===== src/rtl/bcd_scan_counter_pkg.sv =====
// -----------------------------------------------------------------------------
// bcd_scan_counter_pkg
// Shared definitions for the BCD scan counter:
//   DIGIT_W      width of one BCD digit
//   DIGIT_MAX    largest legal digit value (9)
//   SEG_TABLE    7-segment patterns for digits 0..9 (bit0=a .. bit6=g, active high)
//   SEG_BLANK    pattern shown for the illegal codes 10..15
//   seg_decode() digit -> segment pattern lookup
// -----------------------------------------------------------------------------
package bcd_scan_counter_pkg;

   localparam int DIGIT_W = 4;

   localparam logic [DIGIT_W-1:0] DIGIT_MAX = 4'd9;

   localparam logic [6:0] SEG_BLANK = 7'b0000000;

   localparam logic [6:0] SEG_TABLE [10] = '{
      7'b0111111,   // 0
      7'b0000110,   // 1
      7'b1011011,   // 2
      7'b1001111,   // 3
      7'b1100110,   // 4
      7'b1101101,   // 5
      7'b1111101,   // 6
      7'b0000111,   // 7
      7'b1111111,   // 8
      7'b1101111    // 9
   };

   function automatic logic [6:0] seg_decode(input logic [DIGIT_W-1:0] digit);
      logic [6:0] pattern;
      pattern = SEG_BLANK;
      if (digit <= DIGIT_MAX) begin
         pattern = SEG_TABLE[digit];
      end
      return pattern;
   endfunction

endpackage


===== src/rtl/bcd_digit_cell.sv =====
// -----------------------------------------------------------------------------
// bcd_digit_cell
// One decade of the cascaded BCD counter. Steps by one when 'step' is high and
// reports a carry (counting up, 9 -> 0) or borrow (counting down, 0 -> 9) on
// 'carry' in the same cycle, which is used as the next decade's 'step'.
//
// Optional feature: BCD_SCAN_COUNTER_DOWN_EN adds the up_dn port and the borrow
// path; without it the cell counts up only.
//
// Ports:
//   clk    in   clock, rising edge
//   rst_n  in   asynchronous active-low reset (value -> 0)
//   clear  in   synchronous zero, overrides step
//   step   in   advance this digit by one
//   up_dn  in   1 = up, 0 = down (only with BCD_SCAN_COUNTER_DOWN_EN)
//   value  out  current digit 0..9
//   carry  out  combinational carry/borrow to the next digit
// -----------------------------------------------------------------------------
module bcd_digit_cell
   import bcd_scan_counter_pkg::*;
(
   input  logic               clk,
   input  logic               rst_n,
   input  logic               clear,
   input  logic               step,
`ifdef BCD_SCAN_COUNTER_DOWN_EN
   input  logic               up_dn,
`endif
   output logic [DIGIT_W-1:0] value,
   output logic               carry
);

   logic               at_limit;
   logic [DIGIT_W-1:0] next_value;

`ifdef BCD_SCAN_COUNTER_DOWN_EN
   assign at_limit   = up_dn ? (value == DIGIT_MAX) : (value == '0);
   assign next_value = up_dn ? (at_limit ? '0 : value + DIGIT_W'(1))
                             : (at_limit ? DIGIT_MAX : value - DIGIT_W'(1));
`else
   assign at_limit   = (value == DIGIT_MAX);
   assign next_value = at_limit ? '0 : value + DIGIT_W'(1);
`endif

   assign carry = step & at_limit;

   // NOTE: state registers use non-blocking assignment so every flop samples
   // the pre-edge values of its neighbours, exactly like the hardware does.
   always_ff @(posedge clk or negedge rst_n) begin
      if (!rst_n) begin
         value <= '0;
      end else if (clear) begin
         value <= '0;
      end else if (step) begin
         value <= next_value;
      end
   end

endmodule


===== src/rtl/bcd_scan_counter.sv =====
// -----------------------------------------------------------------------------
// bcd_scan_counter
// Prescaled, cascaded BCD counter with a multiplexed 7-segment scan output.
// A prescaler divides clk down to one digit step every (terminal+1) cycles;
// a free-running scan counter rotates the displayed digit.
//
// Optional feature: define BCD_SCAN_COUNTER_DOWN_EN to honour up_dn (count
// down with borrow). Default build counts up only and ignores up_dn.
//
// Parameters:
//   NUM_DIGITS     number of BCD digits (1..8)
//   PRESCALE_W     prescaler width (>= 18)
//   DEFAULT_COUNT  terminal count used when cfg_count == 0
//   SCAN_W         scan divider width; display advances every 2**SCAN_W cycles
//
// Ports:
//   clk        in   clock, rising edge
//   rst_n      in   asynchronous active-low reset
//   ena        in   block enable; low freezes all state including scan
//   cfg_count  in   terminal count = {cfg_count, 10'b0}; 0 selects DEFAULT_COUNT
//   up_dn      in   1 = up, 0 = down (BCD_SCAN_COUNTER_DOWN_EN only)
//   pause      in   hold prescaler and digits; scan keeps running
//   clear      in   synchronous zero of prescaler and digits (beats pause)
//   bcd_out    out  digit values, digit 0 in the LSBs
//   seg        out  registered segments of the selected digit
//   digit_sel  out  registered one-hot selected digit
//   tick       out  one-cycle pulse in the cycle new digits appear
//   wrap       out  one-cycle pulse when the whole count wraps
// -----------------------------------------------------------------------------
module bcd_scan_counter
   import bcd_scan_counter_pkg::*;
#(
   parameter int                    NUM_DIGITS    = 4,
   parameter int                    PRESCALE_W    = 24,
   parameter logic [PRESCALE_W-1:0] DEFAULT_COUNT = 24'd10_000_000,
   parameter int                    SCAN_W        = 10
) (
   input  logic                          clk,
   input  logic                          rst_n,
   input  logic                          ena,
   input  logic [7:0]                    cfg_count,
   input  logic                          up_dn,
   input  logic                          pause,
   input  logic                          clear,
   output logic [DIGIT_W*NUM_DIGITS-1:0] bcd_out,
   output logic [6:0]                    seg,
   output logic [NUM_DIGITS-1:0]         digit_sel,
   output logic                          tick,
   output logic                          wrap
);

   // Three bits index up to eight digits.
   localparam int                IDX_W    = 3;
   localparam logic [IDX_W-1:0]  LAST_IDX = IDX_W'(NUM_DIGITS - 1);

   logic [PRESCALE_W-1:0] presc;
   logic [PRESCALE_W-1:0] terminal;
   logic                  term_hit;
   logic                  step;

   logic [SCAN_W-1:0]     scan_cnt;
   logic [IDX_W-1:0]      scan_idx;
   logic [IDX_W-1:0]      idx_next;
   logic [NUM_DIGITS-1:0] sel_next;
   logic [DIGIT_W-1:0]    sel_digit;

   logic [DIGIT_W-1:0]    digit      [NUM_DIGITS];
   logic [NUM_DIGITS-1:0] cell_step;
   logic [NUM_DIGITS-1:0] cell_carry;
   logic                  cell_clear;

   // ---------------------------------------------------------------- prescaler
   // Terminal follows cfg_count every cycle. '>=' rather than '==' lets a
   // terminal lowered below the running count still end the period at once.
   assign terminal = (cfg_count == 8'd0) ? DEFAULT_COUNT
                                         : PRESCALE_W'({cfg_count, 10'b0});
   assign term_hit = (presc >= terminal);
   assign step     = ena & ~clear & ~pause & term_hit;

   always_ff @(posedge clk or negedge rst_n) begin
      if (!rst_n) begin
         presc <= '0;
      end else if (ena) begin
         if (clear) begin
            presc <= '0;
         end else if (!pause) begin
            presc <= term_hit ? '0 : presc + PRESCALE_W'(1);
         end
      end
   end

   // ------------------------------------------------------------- digit chain
   assign cell_clear   = ena & clear;
   assign cell_step[0] = step;

   for (genvar g = 0; g < NUM_DIGITS; g++) begin : g_digit
      if (g > 0) begin : g_chain
         assign cell_step[g] = cell_carry[g-1];
      end

      bcd_digit_cell u_cell (
         .clk   (clk),
         .rst_n (rst_n),
         .clear (cell_clear),
         .step  (cell_step[g]),
`ifdef BCD_SCAN_COUNTER_DOWN_EN
         .up_dn (up_dn),
`endif
         .value (digit[g]),
         .carry (cell_carry[g])
      );

      assign bcd_out[g*DIGIT_W +: DIGIT_W] = digit[g];
   end

`ifndef BCD_SCAN_COUNTER_DOWN_EN
   logic unused_up_dn;
   assign unused_up_dn = up_dn;
`endif

   // The registered tick lines up with the cycle in which the stepped digits
   // first appear on bcd_out; wrap is the carry out of the top digit.
   always_ff @(posedge clk or negedge rst_n) begin
      if (!rst_n) begin
         tick <= 1'b0;
         wrap <= 1'b0;
      end else begin
         tick <= step;
         wrap <= step & cell_carry[NUM_DIGITS-1];
      end
   end

   // ----------------------------------------------------------------- scanning
   // seg is decoded from the digit at the index being loaded this cycle, so
   // seg and digit_sel always change together.
   // NOTE: every always_comb output gets a default first so no path can leave
   // it unassigned and infer a latch.
   always_comb begin
      idx_next  = scan_idx;
      sel_next  = '0;
      sel_digit = '0;
      if (&scan_cnt) begin
         idx_next = (scan_idx == LAST_IDX) ? '0 : scan_idx + IDX_W'(1);
      end
      for (int i = 0; i < NUM_DIGITS; i++) begin
         if (idx_next == IDX_W'(i)) begin
            sel_next[i] = 1'b1;
            sel_digit   = digit[i];
         end
      end
   end

   always_ff @(posedge clk or negedge rst_n) begin
      if (!rst_n) begin
         scan_cnt  <= '0;
         scan_idx  <= '0;
         digit_sel <= NUM_DIGITS'(1);
         seg       <= seg_decode(4'd0);
      end else if (ena) begin
         scan_cnt  <= scan_cnt + SCAN_W'(1);
         scan_idx  <= idx_next;
         digit_sel <= sel_next;
         seg       <= seg_decode(sel_digit);
      end
   end

endmodule


===== config.mk =====
export PLATFORM = sky130hd
export DESIGN_NAME = bcd_scan_counter
export DESIGN_NICKNAME = d
export VERILOG_FILES = /design/src/rtl/bcd_scan_counter_pkg.sv /design/src/rtl/bcd_digit_cell.sv /design/src/rtl/bcd_scan_counter.sv
export SDC_FILE = /design/constraint.sdc
export NUM_CORES = 1
export LEC_CHECK = 0
export CORE_MARGIN = 5
export CORE_UTILIZATION = 45
export CTS_CLUSTER_DIAMETER = 100
export DETAILED_ROUTE_END_ITERATION = 6
export GPL_TIMING_DRIVEN = 0
export HOLD_SLACK_MARGIN = 0.08
export PLACE_DENSITY = 0.65
export SLEW_MARGIN = 5
export SYNTH_ARGS = -nofsm -noshare
export SYNTH_HDL_FRONTEND = slang
export SYNTH_SLANG_ARGS = --single-unit

===== constraint.sdc =====
create_clock -name clk -period 3.2 [get_ports clk]
set_input_delay 0.8 -clock clk [delete_from_list [all_inputs] [get_ports clk]]
set_output_delay 0.8 -clock clk [all_outputs]
set_load 0.005 [all_outputs]

# Word level (Yosys, flattened, before mapping)
# Memories as Yosys holds them, arrays and structs flattened.
# Cells that the tools add are included.
# W data, S select, Z words.
dict set report totals {
  elab_cells 80
  latch_bits 0
  in_bits 14
  output_inout_bits 29
  rom_bits 112
  regBits 66
  n_memories 1
  mem_bits_rw 0
}
dict set report classes {
  n_reduce_logical 8
  n_addsub 7
  n_mux 29
  n_div 0
  n_bitwise 12
  n_shift 0
  order_cmp 3
  mul 0
  n_eq_ne 9
}
# name words width read_ports rd_ports_with_merged_regs wr line
set memory_table {}
lappend memory_table {{(no name shown)} 16 7 1 0 0 bcd_scan_counter_pkg.sv:35} ;# pattern = SEG_TABLE[digit];
# operator n
set ops {}
lappend ops {{$mux W24} 4}
lappend ops {{$mux W4} 16}
lappend ops {{$add A24 B1 Y24 const B} 1}
lappend ops {{$ge A24 B24 Y1} 1}
lappend ops {{$mux W7} 3}
lappend ops {{$add A4 B1 Y4 const B} 4}
lappend ops {{$eq A4 B4 Y1 const B} 4}
lappend ops {{$add A10 B1 Y10 const B} 1}
lappend ops {{$reduce_and A10 Y1} 1}
lappend ops {{$and A1 B1 Y1} 9}
lappend ops {{$eq A3 B2 Y1 const B} 3}
lappend ops {{$logic_not A8 Y1} 1}
lappend ops {{$reduce_bool A2 Y1} 4}
lappend ops {{$mux W3} 2}
lappend ops {{$ge A5 B5 Y1 const B} 1}
lappend ops {{$not A4 Y5} 1}
lappend ops {{$le A4 B4 Y1 const B} 1}
lappend ops {{$mux W1} 4}
lappend ops {{$add A3 B1 Y3 const B} 1}
lappend ops {{$eq A3 B1 Y1 const B} 1}
lappend ops {{$logic_not A3 Y1} 1}
lappend ops {{$ne A2 B1 Y1 const B} 1}
lappend ops {{$not A1 Y1} 2}
lappend ops {{$reduce_and A2 Y1} 1}

# Longest topological paths before layout
dict set report depth {
  ltp_word 13
  mapped_depth 13
}

# By module
# A second synthesis with hierarchy kept.
dict set report hier_totals {
  cells_unflattened 442
  area_unflattened_um2 4185.3
}
# mod cells_each n_inst area_each_um2
set modules_own_cells {}
lappend modules_own_cells {bcd_scan_counter 338 1 3219.3}
lappend modules_own_cells {bcd_digit_cell 26 4 241.5}

# Worst setup path after synthesis
# Ideal clock, no wire load.
dict set report synth_timing {
  kind {in2reg}
  startpoint {in cfg_count[2]}
  endpoint {reg presc[16]}
  required_ps 3131
  setup_slack_ps -353
  setup_time_ps 69
  stages 13
  arrival_time_ps 3485
  cell_sequence {nor4_1 > nand4_1 > nor2_1 > inv_1 > ha_1 > a21o_1 > a21o_1 > a221oi_2 > o21bai_4 > a211o_1 > buf_6 > or3_1 > nand3_1}
}
dict set report synth_between {
  elab_chain_cells 6
}
# element line
set synth_lines {}
lappend synth_lines {{start, declared} bcd_scan_counter.sv:41} ;# input logic [7:0] cfg_count,
lappend synth_lines {{$logic_not A8 Y1} bcd_scan_counter.sv:75} ;# assign terminal = (cfg_count == 8'd0) ? DEFAULT_COUNT
lappend synth_lines {{$mux W24 *} bcd_scan_counter.sv:75}
lappend synth_lines {{$ge A24 B24 Y1 *} bcd_scan_counter.sv:77} ;# assign term_hit = (presc >= terminal);
lappend synth_lines {{$mux W24 *} bcd_scan_counter.sv:87} ;# presc <= term_hit ? '0 : presc + PRESCALE_W'(1);
lappend synth_lines {{$mux W24 *} bcd_scan_counter.sv:86} ;# end else if (!pause) begin
lappend synth_lines {{$mux W24 *} bcd_scan_counter.sv:84} ;# if (clear) begin
lappend synth_lines {{end signal, assigned} bcd_scan_counter.sv:87}
lappend synth_lines {{end, declared} bcd_scan_counter.sv:56} ;# logic [PRESCALE_W-1:0] presc;
# Every way passes the cells marked *; elsewhere a longest branch is shown, timed or not. The select of a mux whose other input is x is not followed.
# A chain may end at the register's enable or synchronous reset.

# Worst setup path in the final report
dict set report layout_timing {
  startpoint {in cfg_count[7]}
  endpoint {reg presc[17]}
}
# Same word-level chain as after synthesis.

==> out/qor.yml <==
cts_sinks: 66
fp.coreArea_mm2: 0.00928
hpwl_mm: 7.62
fin_setup_tns_ns: -3.52
synth.distinct_cells: 78
cts_tree: "yes"
clkLatencyLatePin_ns: 0.35
yosys_register_bits: 66
syn_area_mm2: 0.00432
first_global_vias: 3852
slew_violations: 0
worstPathArrival_ns: 3.63
fin_nets: 607
die_h_um: 108
rows: 35
worst_pin_slew_ns: 0.858
startpoint_type: "primary input"
path_buf_inv: 5
grt_pass1_wl_mm: 18.7
dp_cells: 647
port_buffers: 41
min_path_type: "flip-flop to flip-flop"
crit_top_cell: "buf_6"
track_usage: 0.202
final_hold_viol_count: 0
ys_seq_area_frac: 0.385
critPathRequiredTime_ns: 3.47
antenna_found_initial: 0
hold_ws_ns: 0.484
synthFlopType: "dfrtp_1"
critPathMaxFanout: 5
critical_path.slowest_cell: "a221o_1"
die_x_um: 108
holdPathStages: 2
place_congestion: 0.851
synthesis.nets: 520
syn_area_per_cell_um2: 9.05
final_cells: 698
n_antenna_cell: 0
clkTransAtPathRegs_ns: 0.08
finalSetupViolations: 36
start_util: 0.465
critical_path_class: "primary input to flip-flop"
status: "complete, but fails checks"
numCtsBuffers: 9
routed_wl_mm: 12.1
vias: 4063
p_per_area_mw_per_mm2: 356
setup_ws_ns: -0.164
async_reset_ff_frac: 1.00
area_growth_pct: 39.0
clock_skew_ns: 0.0119
firstDrtPassIters: 6
relSlewSlack: 0.428
p_leak_nw: 2.53
cts_max_path_buffers: 2
wire_per_inst_um: 17.3
grt_max_degree: 67
cts_root_buffer: "clkbuf_8"
drt_iter0_drc: 151
fmax_mhz: 297
worstRegToRegCells: 12
ant_nets: 0
dieArea_mm2: 0.0117
cp.depth: 17
htreeDepth: 3
synth_warnings: 0
crit_path_end_kind: "flip-flop"
crit_family: "compound AO/OA/AOI/OAI gates"
drt_drc_violations_left: 0
boundaryPins: 43
rsz0062_at_grt: "yes"
synthCells: 477
period_share: 1.05
failed_checks: "negative setup slack"
synth_edf_count: 0
path_cells: "buf_6 > nor4_4 > nand4_1 > nor2_4 > nor2_2 > ha_1 > a21oi_1 > o21ai_1 > a221o_1 > o21bai_4 > buf_6 > a211oi_4 > buf_6 > buf_6 > buf_8 > nand2_2 > mux2i_1"
ir_drop_uv: 269
min_period_ns: 3.36
grt_remaining_overflow: 0
via_per_inst: 5.82
cap_violations: 0
cpPeakStageDelay_ns: 0.35
drive_gt1_frac: 0.292
[placed cells by master, fill, tap and decap left out, types with 12 or more instances in the layout]
cell and n:
or3_1 13, nand2_1 45, a21oi_1 20, nand3_1 20, nand3_2 12, nor2_1 23, buf_6 20, dfrtp_1 59
clkdlybuf4s50_1 32, ha_1 25, buf_4 20, inv_1 30, a21oi_2 12
[cells by family after synthesis]
family                     Yosys count  share of synthesized area
buffers and inverters               52                     0.0522
muxes                                8                     0.0194
and+or+nand+nor                    197                      0.251
xor gates and xnor gates             9                     0.0183
adders and majority gates           30                     0.0864
AOI/OAI and AO/OA                  115                      0.188
DFF                                 66                      0.385
[report_power, final]
part / total, mW / internal, mW / switching (mW) / leakage [nW]
sequential: 0.967 / 0.891 / 0.0760 / 0.876
clock: 0.897 / 0.525 / 0.372 / 0.124
combinational: 0.272 / 0.129 / 0.143 / 1.53
[final cells by class]
type | instances | area (um^2)
tap | 129 | 161
buffer | 16 | 129
sequential | 66 | 1660
multi-input combinational | 360 | 2920
timing repair buffer | 75 | 743
clock buffer | 9 | 124
inverter | 36 | 140
clock inverter | 7 | 125
fill | 789 | 3290
[timing repair]
item,4_1_cts,5_1_grt
pin swaps,23,28
buffers inserted,11,19
hold buffers,0,0
setup endpoints to repair,47,45
gates resized for setup,53,87
gates cloned,2,4
[worst min-delay path, stage by stage (launching register included)]
cell and delay (ns):
dfstp_2 0.37, inv_1 0.04, o32ai_1 0.07
[per-layer routing]
layer,up-vias,global-route usage,share of wire
met5,-,0,0
met2,101,0.345,0.51
met1,1995,0.257,0.42
met3,27,0.0376,0.042
met4,0,0.0703,0.026
li1,1940,-,-
[cells in the mapped netlist (all sizes together) (4+ instances only)]
library cell / count / area (um^2)
a211oi: 7 / 52.6
a21o: 4 / 37.5
a21oi: 33 / 169
a31oi: 7 / 56.3
and2: 6 / 37.5
and3: 7 / 45.1
buf: 8 / 60.1
clkbuf: 8 / 30.0
dfrtp: 59 / 1480
dfstp: 7 / 184
ha: 29 / 363
inv: 35 / 131
mux2i: 5 / 50.1
nand2: 51 / 191
nand3: 35 / 180
nand4: 12 / 96.3
nor2: 26 / 100
nor3: 10 / 72.6
nor4: 4 / 31.3
o21ai: 26 / 138
o311ai: 8 / 70.1
o31ai: 4 / 30.0
or2: 7 / 43.8
or3: 15 / 93.8
or4: 10 / 78.8
xnor2: 5 / 43.8
xor2: 4 / 35.0
[stage by stage]
stage	utilization	instance area, um^2	total power [mW]	worst slack [ns]
final	0.646	6000	2.14	-0.164
after global routing	0.646	6000	2.24	-0.295
after CTS	0.588	5460	2.12	-0.159
after detailed placement	0.532	4940	1.21	-0.942
after global placement	0.532	4940	1.20	-0.907
after floorplan	-	4370	1.11	-0.0911
[flip-flops by register name, indices dropped and copies added (netlist names)]
signal and count:
scan_idx 3, seg 7, digit_sel 4, scan_cnt 10, presc 24, wrap 1
g_digit.u_cell.value 16, tick 1
[worst paths after layout]
check,start,end,slack (ns)
max,cfg_count[7],presc[17],-0.16
min,seg[3],seg[3],0.48
max reg2reg,scan_cnt[0],seg[6],0.22
min reg2reg,seg[3],seg[3],0.48
max in group asynchronous,rst_n,presc[13],2.09
min in group asynchronous,rst_n,tick,0.56
(Power assumes the default switching activity.)
